**config.mk**
```make
export PLATFORM = sky130hd
export DESIGN_NAME = ddr_native_wr_buffer
export DESIGN_NICKNAME = d
export VERILOG_FILES = /design/src/rtl/ddr_wr_buf_pkg.sv /design/src/rtl/ddr_wr_sfifo.sv /design/src/rtl/ddr_native_wr_buffer.sv
export SDC_FILE = /design/constraint.sdc
export NUM_CORES = 2
export LEC_CHECK = 0
export BUFFER_PORTS_ARGS = -buffer_cell sky130_fd_sc_hd__buf_4
export CAP_MARGIN = 15
export CELL_PAD_IN_SITES_DETAIL_PLACEMENT = 1
export CELL_PAD_IN_SITES_GLOBAL_PLACEMENT = 1
export CORE_MARGIN = 3
export CORE_UTILIZATION = 25
export DETAILED_ROUTE_END_ITERATION = 7
export PLACE_DENSITY = 0.43
export SYNTH_ARGS = -nofsm -noshare
export SYNTH_HDL_FRONTEND = slang
export SYNTH_HIERARCHICAL = 1
export SYNTH_SLANG_ARGS = --single-unit
export TNS_END_PERCENT = 20
```
**constraint.sdc**
```tcl
create_clock -name clk -period 21.3 [get_ports clk]
set_input_delay 1.065 -clock clk [delete_from_list [all_inputs] [get_ports clk]]
set_output_delay 1.065 -clock clk [all_outputs]
set_load 0.02 [all_outputs]
```
**src/rtl/ddr_wr_buf_pkg.sv**
```systemverilog
// Shared types and helpers for the DDR native-port write buffer.
// Latency: n/a (declarations only).
// Backpressure: n/a.
package ddr_wr_buf_pkg;

    localparam int DEF_DATA_W = 128;
    localparam int DEF_MASK_W = 16;
    localparam int DEF_ADDR_W = 32;

    // Launch FSM: IDLE waits for a beat, ISSUE presents one to the controller.
    typedef enum logic {
        IDLE  = 1'b0,
        ISSUE = 1'b1
    } wr_state_e;

    // Ceiling log2, usable in constant expressions for port widths.
    function automatic int clog2(input int value);
        int r;
        r = 0;
        while ((1 << r) < value) begin
            r = r + 1;
        end
        return r;
    endfunction

endpackage

```
**src/rtl/ddr_wr_sfifo.sv**
```systemverilog
// Synchronous FIFO holding {addr, mask, data} write beats; head is read combinationally.
// Latency: a pushed entry is visible at the head one cycle after the push.
// Backpressure: pushes while full and pops while empty are ignored; count is registered.
module ddr_wr_sfifo
    import ddr_wr_buf_pkg::*;
#(
    parameter  int WIDTH = DEF_ADDR_W + DEF_MASK_W + DEF_DATA_W,
    parameter  int DEPTH = 16,
    localparam int PTR_W = clog2(DEPTH),
    localparam int CNT_W = PTR_W + 1
) (
    input  logic             clk,
    input  logic             rst,
    input  logic             push,
    input  logic [WIDTH-1:0] push_data,
    input  logic             pop,
    output logic [WIDTH-1:0] head,
    output logic             full,
    output logic             empty,
    output logic [CNT_W-1:0] count
);

    logic [WIDTH-1:0] mem [DEPTH];
    logic [PTR_W-1:0] wr_ptr;
    logic [PTR_W-1:0] rd_ptr;
    logic             push_ok;
    logic             pop_ok;

    assign full    = (count == CNT_W'(DEPTH));
    assign empty   = (count == '0);
    assign push_ok = push && !full;
    assign pop_ok  = pop && !empty;
    assign head    = mem[rd_ptr];

    // Storage array: data path only, no reset needed.
    always_ff @(posedge clk) begin
        if (push_ok) begin
            mem[wr_ptr] <= push_data;
        end
    end

    // Pointers wrap naturally because DEPTH is a power of two; push+pop keeps count.
    always_ff @(posedge clk or posedge rst) begin
        if (rst) begin
            wr_ptr <= '0;
            rd_ptr <= '0;
            count  <= '0;
        end else begin
            if (push_ok) begin
                wr_ptr <= wr_ptr + 1'b1;
            end
            if (pop_ok) begin
                rd_ptr <= rd_ptr + 1'b1;
            end
            if (push_ok && !pop_ok) begin
                count <= count + 1'b1;
            end else if (!push_ok && pop_ok) begin
                count <= count - 1'b1;
            end
        end
    end

endmodule

```
**src/rtl/ddr_native_wr_buffer.sv**
```systemverilog
// Write staging buffer feeding the DDR controller native write port; optional stats via WR_BUF_STATS_EN.
// Latency: beat accepted in cycle N reaches wr_en in cycle N+2; 1 beat/cycle with continuous wr_ack.
// Backpressure: s_ready drops when the FIFO is full; wr_busy blocks launches, never withdraws a presented beat.
module ddr_native_wr_buffer
    import ddr_wr_buf_pkg::*;
#(
    parameter  int DATA_W      = DEF_DATA_W,
    parameter  int MASK_W      = DEF_MASK_W,
    parameter  int ADDR_W      = DEF_ADDR_W,
    parameter  int DEPTH       = 16,
    parameter  int ACK_TIMEOUT = 1023,
    localparam int CNT_W       = clog2(DEPTH) + 1,
    localparam int TMO_W       = clog2(ACK_TIMEOUT + 1)
) (
    input  logic              clk,
    input  logic              reset,
    input  logic              s_valid,
    output logic              s_ready,
    input  logic [ADDR_W-1:0] s_addr,
    input  logic [DATA_W-1:0] s_data,
    input  logic [MASK_W-1:0] s_mask,
    input  logic              wr_busy,
    input  logic              wr_ack,
    output logic              wr_en,
    output logic              wr_addr_en,
    output logic [ADDR_W-1:0] wr_addr,
    output logic [DATA_W-1:0] wr_data,
    output logic [MASK_W-1:0] wr_datamask,
    output logic [CNT_W-1:0]  fill_level,
    output logic              idle,
    output logic              timeout_err
`ifdef WR_BUF_STATS_EN
    ,
    output logic [31:0]       stat_beats,
    output logic [CNT_W-1:0]  stat_max_fill
`endif
);

    localparam int          ENT_W   = ADDR_W + MASK_W + DATA_W;
    localparam [TMO_W-1:0]  TMO_MAX = TMO_W'(ACK_TIMEOUT);
    localparam [TMO_W-1:0]  TMO_PRE = TMO_W'(ACK_TIMEOUT - 1);

    wr_state_e          state;
    wr_state_e          state_nxt;
    logic               pop;
    logic               fifo_full;
    logic               fifo_empty;
    logic [ENT_W-1:0]   head;
    logic [TMO_W-1:0]   tmo_cnt;

    // s_ready comes only from the registered count, so a same-cycle pop at full does not open it.
    assign s_ready = !reset && !fifo_full;

    ddr_wr_sfifo #(
        .WIDTH (ENT_W),
        .DEPTH (DEPTH)
    ) u_fifo (
        .clk       (clk),
        .rst       (reset),
        .push      (s_valid && s_ready),
        .push_data ({s_addr, s_mask, s_data}),
        .pop       (pop),
        .head      (head),
        .full      (fifo_full),
        .empty     (fifo_empty),
        .count     (fill_level)
    );

    // State register.
    always_ff @(posedge clk or posedge reset) begin
        if (reset) begin
            state <= IDLE;
        end else begin
            state <= state_nxt;
        end
    end

    // Launch decision: pop a beat when idle or when the current one is acked, unless busy/empty.
    always_comb begin
        state_nxt = state;
        pop       = 1'b0;
        case (state)
            IDLE: begin
                if (!fifo_empty && !wr_busy) begin
                    pop       = 1'b1;
                    state_nxt = ISSUE;
                end
            end
            ISSUE: begin
                if (wr_ack) begin
                    if (!fifo_empty && !wr_busy) begin
                        pop = 1'b1;
                    end else begin
                        state_nxt = IDLE;
                    end
                end
            end
            default: state_nxt = IDLE;
        endcase
    end

    assign wr_en      = (state == ISSUE);
    assign wr_addr_en = wr_en;
    assign idle       = (fill_level == '0) && (state == IDLE);

    // Output payload registers: load only on a launch so the beat holds until acked.
    always_ff @(posedge clk or posedge reset) begin
        if (reset) begin
            wr_addr     <= '0;
            wr_datamask <= '0;
            wr_data     <= '0;
        end else if (pop) begin
            {wr_addr, wr_datamask, wr_data} <= head;
        end
    end

    // Ack watchdog: counts unacknowledged ISSUE cycles; the error flag is sticky and the beat is kept.
    always_ff @(posedge clk or posedge reset) begin
        if (reset) begin
            tmo_cnt     <= '0;
            timeout_err <= 1'b0;
        end else if (wr_ack) begin
            tmo_cnt <= '0;
        end else if (state == ISSUE) begin
            if (tmo_cnt != TMO_MAX) begin
                tmo_cnt <= tmo_cnt + 1'b1;
            end
            if (tmo_cnt == TMO_PRE) begin
                timeout_err <= 1'b1;
            end
        end
    end

`ifdef WR_BUF_STATS_EN
    // Acknowledged-beat counter (saturating) and FIFO high-water mark.
    always_ff @(posedge clk or posedge reset) begin
        if (reset) begin
            stat_beats    <= '0;
            stat_max_fill <= '0;
        end else begin
            if ((state == ISSUE) && wr_ack && (stat_beats != '1)) begin
                stat_beats <= stat_beats + 1'b1;
            end
            if (fill_level > stat_max_fill) begin
                stat_max_fill <= fill_level;
            end
        end
    end
`endif

endmodule
```
==> Word-level counts from Yosys, hierarchy flattened <==
Memories as Yosys holds them, arrays and structs flattened. A register that Yosys moved wholly into a read port is not among the register bits.
Cells that the tools add are included.
{ "op_classes": {"n_bitwise": 2, "n_reduce_logical": 20, "muxes": 12, "add_sub_neg": 5, "n_eq_ne": 3} }
{ "op_table": {"columns": ["cell", "n"], "rows": [
  ["10-bit 2-to-1 mux", 3],
  ["10-bit by 1-bit adder with 10-bit output, second input constant", 1],
  ["10-bit == test, second input constant", 1],
  ["5-bit 2-to-1 mux", 2],
  ["10-bit inequality test, second input constant", 1],
  ["4-bit by 1-bit adder with 4-bit output, second input constant", 2],
  ["1-bit logical AND", 8],
  ["1-bit logical NOT", 6],
  ["2-bit nonzero test", 3],
  ["5-bit by 1-bit adder with 5-bit output, second input constant", 1],
  ["5-bit == test, second input constant", 1],
  ["5-bit logical NOT", 1],
  ["1-bit 2-to-1 mux", 5],
  ["5-bit by 1-bit subtractor with 5-bit output, second input constant", 1],
  ["1-bit one-hot mux with 2 select lines", 2],
  ["3-bit AND reduction", 1],
  ["1-bit NOT", 2],
  ["2-bit AND reduction", 1]
]} }
{ "word_totals": {"ram_bits": 2816, "memories": 1, "output_inout_bits": 186, "input_bits": 181, "wordCells": 49, "regBits": 25} }
{ "memory_table": {"columns": ["name", "words", "width", "read_ports", "rd_ports_with_merged_regs", "wr", "line", "source"], "rows": [
  ["u_fifo.mem", 16, 176, 1, 1, 1, "ddr_wr_sfifo.sv:23", "logic [WIDTH-1:0] mem [DEPTH];"]
]} }

==> Longest topological paths before layout <==
{ "logic_depth": {"depth_word": 10, "ltp_mapped": 14, "depth_no_buf": 12} }

==> By module <==
Netlist, hierarchy kept.
{ "modules_own_cells": {"columns": ["module", "seq_area_each_um2", "cells_each", "area_per_inst_um2", "instances"], "rows": [
  ["ddr_wr_sfifo", 84886.4, 5139, 107858.4, 1],
  ["ddr_native_wr_buffer", 4704.5, 454, 7322.0, 1]
]} }

==> Worst setup path before layout <==
OpenSTA, ideal clock, no wires.
{ "synth_path": {"kind": "input -> register", "from": "in reset", "to": "mem u_fifo/mem[3][0] in the netlist's numbering, enable pin", "t_required_ps": 20374, "setup_ps": 926, "n_path_buf": 0, "setup_slack_ps": 6270, "stages": 5, "arrival_ps": 14104, "cell_sequence": "nor2_1 > and2_1 > a21boi_1 > nand2_1 > nor3_1"} }
{ "synth_via": {"elab_chain_cells": 6} }
{ "synth_lines": {"columns": ["item", "line", "source"], "rows": [
  ["start, declared", "ddr_native_wr_buffer.sv:16", "input logic reset,"],
  ["1-bit logical NOT (no source line)", null, null],
  ["1-bit logical AND", "ddr_native_wr_buffer.sv:52", "assign s_ready = !reset && !fifo_full;"],
  ["1-bit logical AND", "ddr_native_wr_buffer.sv:60", ".push (s_valid && s_ready),"],
  ["1-bit logical AND", "ddr_wr_sfifo.sv:31", "assign push_ok = push && !full;"],
  ["net u_fifo.push_ok", "ddr_wr_sfifo.sv:26", "logic push_ok;"],
  ["1-bit 2-to-1 mux", "ddr_wr_sfifo.sv:37", "if (push_ok) begin"],
  ["1-bit 2-to-1 mux (not written as such)", "ddr_wr_sfifo.sv:38", "mem[wr_ptr] <= push_data;"],
  ["end, declared", "ddr_wr_sfifo.sv:23", null]
]} }
The timed path passes the listed nets, and every way through them passes these cells.

==> impl_metrics.csv <==
group,metric,value,unit
global_route,antenna_found_initial,74,
timing,max_slew_margin,20.82,%
finish,nets,6310,
critical_path,worstPathRequired,22.11,ns
critical_path,arrival,7.26,ns
critical_path,reg2reg_slack,14.85,ns
logic_synthesis,ys.flop_type,"edfxtp_1",
cts,clock-root-buffer,"clkbuf_16",
timing,hold_viol,0,
critical_path,critPathCaptureType,"flop",
detailed_routing,antenna_left,0,
cts,hold_buffers,0,
global_route,grt_pass1_wl,490.4,mm
global_route,met3_usage,2.970,%
logic_synthesis,synth_edf_count,2816,
timing,rsz0062_at_grt,"no",
logic_synthesis,yosys_warnings,6,
logic_synthesis,synth_cells,5593,
logic_synthesis,yosysSeqAreaShare,77.78,%
detailed_routing,dr.pass1.iters,5,
global_route,grt_max_degree,141,
cts,cts.repair.resized,0,
logic_synthesis,synth_fp_nets,5786,
floorplan,start_util,25.17,%
detailed_routing,initialDrtViolationCount,3978,
place,port_buffers,366,
cts,clock-sinks,3017,
floorplan,core.rowCount,248,
cts,h-tree-depth,5,
logic_synthesis,avgSynthCellArea,20.59,µm²
timing,fin_crit_sh,30.28,%
timing,tns,0,ns
logic_synthesis,ys_top_cells_by_area,"edfxtp_1 (73%), mux4_2 (6.9%), mux2i_1 (6.1%)",
place,dpl.hpwl,176.3,mm
floorplan,pin_count,367,
floorplan,die_h,684.8,µm
cts,clock_latency,0.93,ns
logic_synthesis,synth_top_area_share,73.42,%
cts,clock_path_buffers,4,
logic_synthesis,synthTopCellsByCount,"edfxtp_1 (2816), mux2i_1 (705), a221oi_1 (352), mux4_2 (352), dfrtp_1 (201)",
global_route,met1_usage,19.79,%
timing,clock_skew,0.03250,ns
logic_synthesis,async_reset_ff_share,6.662,%
power_and_ir_drop,ir_drop,0.0001391,V
global_route,busiest_layer,"met2",
global_route,grt_use_total,14.51,%
timing,drv_slew,0,
floorplan,die_area,0.4689,mm²
timing,setup_violations,0,
power_and_ir_drop,power_leakage,0.04496,µW
detailed_routing,num_vias,57740,
cts,path_clk_slew,0.06,ns
timing,period_minus_slack,6.449,ns
cts,numCtsBuffers,360,
run_status,status,"completed",
hold_path,hp-class,"input pin to asynchronous set/reset pin",
critical_path,startpoint,"u_fifo/rd_ptr[0]$_DFFE_PP0P_",
finish,drive_gt1_share,22.16,%
detailed_routing,drcViolationCount,0,
critical_path,reg2reg_from,"u_fifo/rd_ptr[0]$_DFFE_PP0P_",
timing,worstMarginPinSlew,1.188,ns
run,drv_cap,0,
logic_synthesis,synth.most_common_cell,"edfxtp_1",
logic_synthesis,ys_ff_latch,3017,
global_route,grt_pass1_vias,62500,
logic_synthesis,synth.distinct_cells,50,
place,gp_congestion,0.6830,
power_and_ir_drop,powerDensity,134.9,mW/mm²
cts,post_cts_buffers,0,
finish,area_growth,18.82,%
global_route,use_met2,23.69,%
logic_synthesis,yosys.area.top_type,"edfxtp_1",
timing,max_clock_freq,0.1551,GHz
cts,tritoncts,"yes",
logic_synthesis,synth_area,0.1152,mm²
finish,finish.utilization,29.90,%
global_route,overflow,0,
critical_path,crit_fanout,105,
detailed_routing,wirelength,348.0,mm
critical_path,startpoint_type,"flop",
critical_path,setup.worst_path.class,"flop to flop",
floorplan,core-area,0.4577,mm²
detailed_routing,wire_per_inst,27.69,µm
detailed_routing,viasPerCell,4.595,
floorplan,die_x,684.8,µm
-- cells in the final DEF (no fill, tap or decap), types with 119 or more instances in the layout --
cell type  synthesis  layout
edfxtp_1        2816    2816
mux2i_1          705     705
buf_4             57     459
clkbuf_16          0     365
a221oi_1         352     352
mux4_2           352     352
dfrtp_1          201     197
nand2_1          191     191
a22oi_1          177     177
mux2_1           129     129
o21ai_0          119     119
-- worst paths after layout --
path,to,cells past startpoint
setup / recovery,wr_data[124]$_DFFE_PP0P_,9
hold / removal,timeout_err$_DFFE_PP0P_,2
setup reg to reg,wr_data[124]$_DFFE_PP0P_,9
hold reg to reg,wr_data[54]$_DFFE_PP0P_,1
max in group asynchronous,wr_datamask[13]$_DFFE_PP0P_,4
min in group clk,wr_addr_en$_DFF_PP0_,2
-- sequential cells by signal (all words and copies together) (netlist names) --
| name | flops |
|---|---|
| wr_addr_en | 1 |
| wr_datamask | 16 |
| wr_addr | 32 |
| u_fifo/count | 5 |
| u_fifo/wr_ptr | 4 |
| timeout_err | 1 |
| tmo_cnt | 10 |
| wr_data | 128 |
| u_fifo/mem | 2816 |
| u_fifo/rd_ptr | 4 |
-- area by class of cell --
class                      instances  area, µm²
fill                           46020     320800
sequential                      3017      89610
multi-input combinational       2244      23910
clock buffer                     475       9817
tap                             6125       7664
timing repair buffer             483       3926
clock inverter                   195       1831
inverter                          11      56.30
antenna                           16      40.04
-- report_power, final --
group          switching, µW  total (µW)  leakage, µW  internal [µW]
logic                   3220        5170       0.0116           1950
clock network           2480        6070      0.00568           3590
registers                268        7220       0.0277           6950
-- critical path, stage by stage, from the launching register on --
cell and delay [ns]:
dfrtp_4 0.93, buf_12 0.63, buf_4 0.83, buf_4 0.82, buf_4 0.84, buf_4 0.71, mux4_2 0.60, a22oi_1 0.22
nand2_1 0.09, mux2_1 0.30
-- routing by layer --
| metal | share of wire [%] | vias to the layer above |
|---|---|---|
| met5 | 0.081 | - |
| met4 | 2.3 | 42 |
| met3 | 4.8 | 492 |
| met2 | 47 | 1142 |
| met1 | 46 | 31570 |
| li1 | - | 24490 |
-- cells by family after synthesis --
logic type,after synthesis,share of synthesized area (%)
adders and majority gates,12,0.1369
xor gates and xnor gates,10,0.07605
DFF,3017,77.78
and+or+nand+nor,255,0.9288
muxes,1237,14.77
AOI/OAI and AO/OA,730,4.742
buffers and inverters,332,1.564
-- through the flow --
step	hold slack, ns	instances	instance area (µm²)	total power, µW	worst slack (ns)
2_1_floorplan	0.5377	5593	115200	10670	6.270
3_3_place_gp	0.4723	11880	125200	12670	14.60
3_5_place_dp	0.4784	11880	125200	12700	14.63
4_1_cts	0.08415	12550	136800	18880	14.63
5_1_grt	0.1354	12560	136800	19440	14.31
6_report	0.1777	12570	136900	18460	14.85
No activity file was read; power rests on OpenSTA's default activity.
